===== src/rtl/serial_cmp_pkg.sv =====
// Shared types for the bit-serial magnitude comparator: FSM states, running-result
// codes and the code-to-flag decoder.
package serial_cmp_pkg;

  typedef enum logic {ST_IDLE, ST_RUN} state_t;

  typedef logic [1:0] cmp_code_t;

  localparam cmp_code_t CMP_EQ = 2'd0;
  localparam cmp_code_t CMP_GT = 2'd1;
  localparam cmp_code_t CMP_LT = 2'd2;

  // Returns {gt, eq, lt}; an unused code decodes to all-zero.
  function automatic logic [2:0] decode_cmp(input cmp_code_t code);
    logic [2:0] flags;
    case (code)
      CMP_EQ:  flags = 3'b010;
      CMP_GT:  flags = 3'b100;
      CMP_LT:  flags = 3'b001;
      default: flags = 3'b000;
    endcase
    return flags;
  endfunction

endpackage


===== src/rtl/bit_cmp_cell.sv =====
// One-beat comparator cell: folds a single x/y bit pair into the running result,
// honouring bit order, MSB-first lock-in and the two's complement sign beat.
module bit_cmp_cell
  import serial_cmp_pkg::*;
(
  input  cmp_code_t cur_result,
  input  logic      x,
  input  logic      y,
  input  logic      is_sign_bit,
  input  logic      lsb_first,
  input  logic      locked,
  output cmp_code_t next_result
);

  // On the sign beat a 1 in x means x is negative, so the decision flips.
  always_comb begin
    next_result = cur_result;
    if ((x != y) && (lsb_first || !locked)) begin
      next_result = (x ^ is_sign_bit) ? CMP_GT : CMP_LT;
    end
  end

endmodule


===== src/rtl/serial_mag_comparator.sv =====
// Bit-serial WIDTH-bit magnitude comparator with start/in_valid framing.
// Define CMP_SIGNED_EN for two's complement operands; otherwise unsigned.
module serial_mag_comparator
  import serial_cmp_pkg::*;
#(
  parameter int WIDTH     = 8,
  parameter bit LSB_FIRST = 1'b1
) (
  input  logic clk,
  input  logic rst_n,
  input  logic start,
  input  logic in_valid,
  input  logic x,
  input  logic y,
  output logic busy,
  output logic res_valid,
  output logic gt,
  output logic eq,
  output logic lt
);

  localparam int CNT_W = (WIDTH > 2) ? $clog2(WIDTH) : 1;
  localparam logic [CNT_W-1:0] LAST_IDX = CNT_W'(WIDTH - 1);

  state_t           state_q;
  logic [CNT_W-1:0] cnt_q;
  cmp_code_t        run_q;

  logic             accept;
  logic             last_beat;
  logic             sign_beat;
  logic             locked;
  logic [CNT_W-1:0] beat_idx;
  cmp_code_t        cur_eff;
  cmp_code_t        nxt_result;

  // A start beat always sees a fresh frame: index 0 and a cleared running result.
  assign accept    = in_valid && ((state_q == ST_RUN) || start);
  assign beat_idx  = start ? '0 : cnt_q;
  assign last_beat = accept && (beat_idx == LAST_IDX);
  assign cur_eff   = start ? CMP_EQ : run_q;
  assign locked    = (cur_eff != CMP_EQ);

`ifdef CMP_SIGNED_EN
  assign sign_beat = LSB_FIRST ? (beat_idx == LAST_IDX) : (beat_idx == '0);
`else
  assign sign_beat = 1'b0;
`endif

  bit_cmp_cell u_cell (
    .cur_result  (cur_eff),
    .x           (x),
    .y           (y),
    .is_sign_bit (sign_beat),
    .lsb_first   (LSB_FIRST),
    .locked      (locked),
    .next_result (nxt_result)
  );

  // start outranks frame completion, so a colliding start never yields res_valid.
  always_ff @(posedge clk or negedge rst_n) begin
    if (!rst_n) begin
      state_q   <= ST_IDLE;
      cnt_q     <= '0;
      run_q     <= CMP_EQ;
      busy      <= 1'b0;
      res_valid <= 1'b0;
      gt        <= 1'b0;
      eq        <= 1'b0;
      lt        <= 1'b0;
    end else begin
      res_valid <= 1'b0;
      if (start) begin
        state_q <= ST_RUN;
        busy    <= 1'b1;
        gt      <= 1'b0;
        eq      <= 1'b0;
        lt      <= 1'b0;
        run_q   <= accept ? nxt_result : CMP_EQ;
        cnt_q   <= accept ? CNT_W'(1) : '0;
      end else if (accept) begin
        run_q <= nxt_result;
        if (last_beat) begin
          state_q      <= ST_IDLE;
          busy         <= 1'b0;
          cnt_q        <= '0;
          res_valid    <= 1'b1;
          {gt, eq, lt} <= decode_cmp(nxt_result);
        end else begin
          cnt_q <= cnt_q + 1'b1;
        end
      end
    end
  end

endmodule


===== config.mk =====
export PLATFORM = sky130hd
export DESIGN_NAME = serial_mag_comparator
export DESIGN_NICKNAME = d
export VERILOG_FILES = /design/src/rtl/serial_cmp_pkg.sv /design/src/rtl/bit_cmp_cell.sv /design/src/rtl/serial_mag_comparator.sv
export SDC_FILE = /design/constraint.sdc
export NUM_CORES = 1
export LEC_CHECK = 0
export BUFFER_PORTS_ARGS = -buffer_cell sky130_fd_sc_hd__buf_2
export CORE_AREA = 3 3 40 42
export DETAILED_ROUTE_END_ITERATION = 8
export DIE_AREA = 0 0 43 45
export PLACE_DENSITY = 0.67
export SLEW_MARGIN = 20
export SYNTH_ARGS = -nofsm -noshare
export SYNTH_HDL_FRONTEND = slang
export SYNTH_SLANG_ARGS = --single-unit

===== constraint.sdc =====
create_clock -name clk -period 3.8 [get_ports clk]
set_input_delay 0.38 -clock clk [delete_from_list [all_inputs] [get_ports clk]]
set_output_delay 0.38 -clock clk [all_outputs]
set_load 0.01 [all_outputs]

==> flow_metrics.tcl <==
set metrics [dict create \
    cts_resized 0 \
    comb_power_share_pct 12.0 \
    p_int_uw 160 \
    p_sw_share_pct 24.3 \
    dr.pass1.iters 2 \
    drt-initial-drc-count 3 \
    synth.avg_cell_area_um2 9.84 \
    synth_common_cells "10 x dfrtp_1, 7 x o21ai_0, 4 x a21oi_1, 4 x nand2b_1, 4 x nor2_1" \
    htreeDepth 1 \
    status "finished, final reports clean" \
    leakagePower_nw 0.295 \
    yosys_warnings 0 \
    synth.most_common_cell "dfrtp_1" \
    endpoint_kind "flip-flop" \
    io_pins 11 \
    fin_tns_setup_ns 0 \
    cp_max_fo 8 \
    regArea_um2 250 \
    utilization_pct 47.4 \
    drc 0 \
    place_ws_ns 2.29 \
    fin_crit_ns 1.35 \
    rsz0062_at_grt "false" \
    cts.clk_slew.worst_paths_ns 0.07 \
    timing.fmax_mhz 743 \
    peakVddDrop_v 0.000147 \
    max_stage_delay_ns 0.52 \
    syn_nets 59 \
    synth_flop_cell "dfrtp_1" \
    arrival_ns 1.53 \
    clock-root-buffer "clkbuf_4" \
    fin_nets 74 \
    fp-row-count 13 \
    setup_viol 0 \
    antenna_found_initial 0 \
    worstSkewPairLatency_ns 0.26 \
    drv_slew 0 \
    ff2ff_setup_slack_ns 2.45 \
    core-area_mm2 0.00128 \
    finalNonFillerCells 80 \
    clock_skew_ns 0.00772 \
    syn2layout_area_growth_pct 19.1 \
    slew_headroom_pct 73.0 \
    overflow 0 \
    min_period_over_period_pct 35.4 \
    worstHoldPathType "in -> reg" \
    synth.ff_latch_count 10 \
    clockPowerShare_pct 33.4 \
    drtAntennaViolNets 0 \
    hold_viol 0 \
    whs_ns 0.363 \
    synth_top_cell_area_share_pct 48.9 \
    grt_max_degree 13 \
    seqPwrFrac_pct 54.6 \
    cap_violations 0 \
    p_per_area_mw_per_mm2 346 \
    drt-total-wl_um 923 \
    path_cells "nand4_2, or4b_1, a21oi_1" \
    cts_setup_buffers 0 \
    p_switching_uw 51.2 \
    diodes 0 \
    synth_cells 52 \
    ys_types 20 \
    clockBufferDepth 2 \
    fin_ws_ns 2.45 \
    cts_made_buffers 3 \
    synth_edf_count 0 \
    fillers 119 \
    die-area_mm2 0.00194 \
    numPortBuffers 10 \
    wl_per_cell_um 11.5 \
    grt_pass1_wl_um 1570 \
    worst_slew_pin_slew_ns 0.403 \
    vias_per_cell 4.94 \
    required_ns 3.98 \
    initial_core_util_pct 39.8 \
    cts_tree "built" \
    multi_input_area_um2 250 \
    start_kind "flip-flop" \
    grt_pass1_vias 349 \
    async_reset_ff_share_pct 100 \
    ys_seq_area_share_pct 48.9 \
    synth_area_leaders "dfrtp_1 49%, o21ai_0 6.8%, nand2b_1 4.9%" \
    layout-drive-gt1-share_pct 21.5 \
    gp_congestion 0.725 \
    cts.sink_count 10 \
    globalRouteTotalUtil_pct 11.8 \
    cp_slowest_cell "or4b_1" \
    vias 395 \
    die_w_um 43 \
    place_inst 76 \
    critPathKind "reg -> reg" \
    synth.largest_area_cell "dfrtp_1" \
    die_y_um 45 \
    hpwl_um 711 \
    syn_area_um2 512 \
]
area by class of cell:
class | instances | share of cell area [%]
inverters | 2 | 1.23
multi-input cells | 39 | 41.1
clock buffers | 3 | 3.70
flip-flops and latches | 10 | 41.1
repair buffers | 11 | 9.86
well taps | 15 | 3.08
cells in the final DEF, fill, tap and decap left out, drive strengths merged:
| master | count |
|---|---|
| nor2b | 3 |
| nand3 | 1 |
| o21a | 1 |
| ha | 1 |
| and2 | 1 |
| xor2 | 2 |
| nand4 | 1 |
| a21oi | 4 |
| nand2 | 3 |
| clkbuf | 3 |
| inv | 2 |
| nor3 | 1 |
| or4b | 1 |
| dfrtp | 10 |
| or3b | 1 |
| maj3 | 2 |
| nor2 | 4 |
| buf | 10 |
| mux2i | 2 |
| dlygate4sd3 | 1 |
| o21ai | 7 |
| nand2b | 4 |
metrics by stage:
stage,area (um^2),power [mW]
6_report,609,0.211
5_1_grt,609,0.224
4_1_cts,609,0.216
3_5_place_dp,577,0.142
3_3_place_gp,577,0.142
2_1_floorplan,512,0.133
flip-flops by register name, indices dropped and copies added, names as in the netlist:
name and flops:
cnt_q 3, lt 1, gt 1, run_q 2, res_valid 1, eq 1, state_q 1
metal layers:
layer  track usage (%)  part of all wire, %  vias up
li1                  -                    -      206
met1              14.6                   48      177
met5                 0                    0        -
met2              15.0                   43       10
met3              5.18                  7.3        2
met4              10.8                 0.87        0
critical path, delay by kind of cell, from the launching register on:
kind	cells	cell delay [ns]
AO/OA/AOI/OAI	1	0.15
AND/OR/NAND/NOR	2	0.65
flip-flops	1	0.48
power groups by stage:
stage | clock network (mW) | registers [mW] | logic [mW]
6_report | 0.0703 | 0.115 | 0.0254
3_5_place_dp | 0 | 0.117 | 0.0250
2_1_floorplan | 0 | 0.116 | 0.0164
5_1_grt | 0.0797 | 0.116 | 0.0290
3_3_place_gp | 0 | 0.117 | 0.0250
4_1_cts | 0.0752 | 0.115 | 0.0258
final timing paths:
kind | to | depth (start not counted) | startpoint
max reg2reg | eq | 3 | state_q
min reg2reg | eq | 2 | eq
min | run_q[0] | 2 | y
max | eq | 3 | state_q
min in group asynchronous | res_valid | 2 | rst_n
max in group asynchronous | run_q[1] | 2 | rst_n
cells by family after synthesis:
kind of cell	share of synthesized area, %
AND/OR/NAND/NOR	23.0
XOR/XNOR	3.42
AO/OA/AOI/OAI	12.2
buffers and inverters	2.20
adder cells (fa/ha/maj)	6.36
flip-flops	48.9
multiplexers	3.91
timing repair:
action | in CTS | in global routing
endpoints found under the hold margin | 10 | 0
hold buffers | 1 | 0
setup endpoints to repair | 0 | 0
Note: power is estimated with default switching activity, not from simulation.
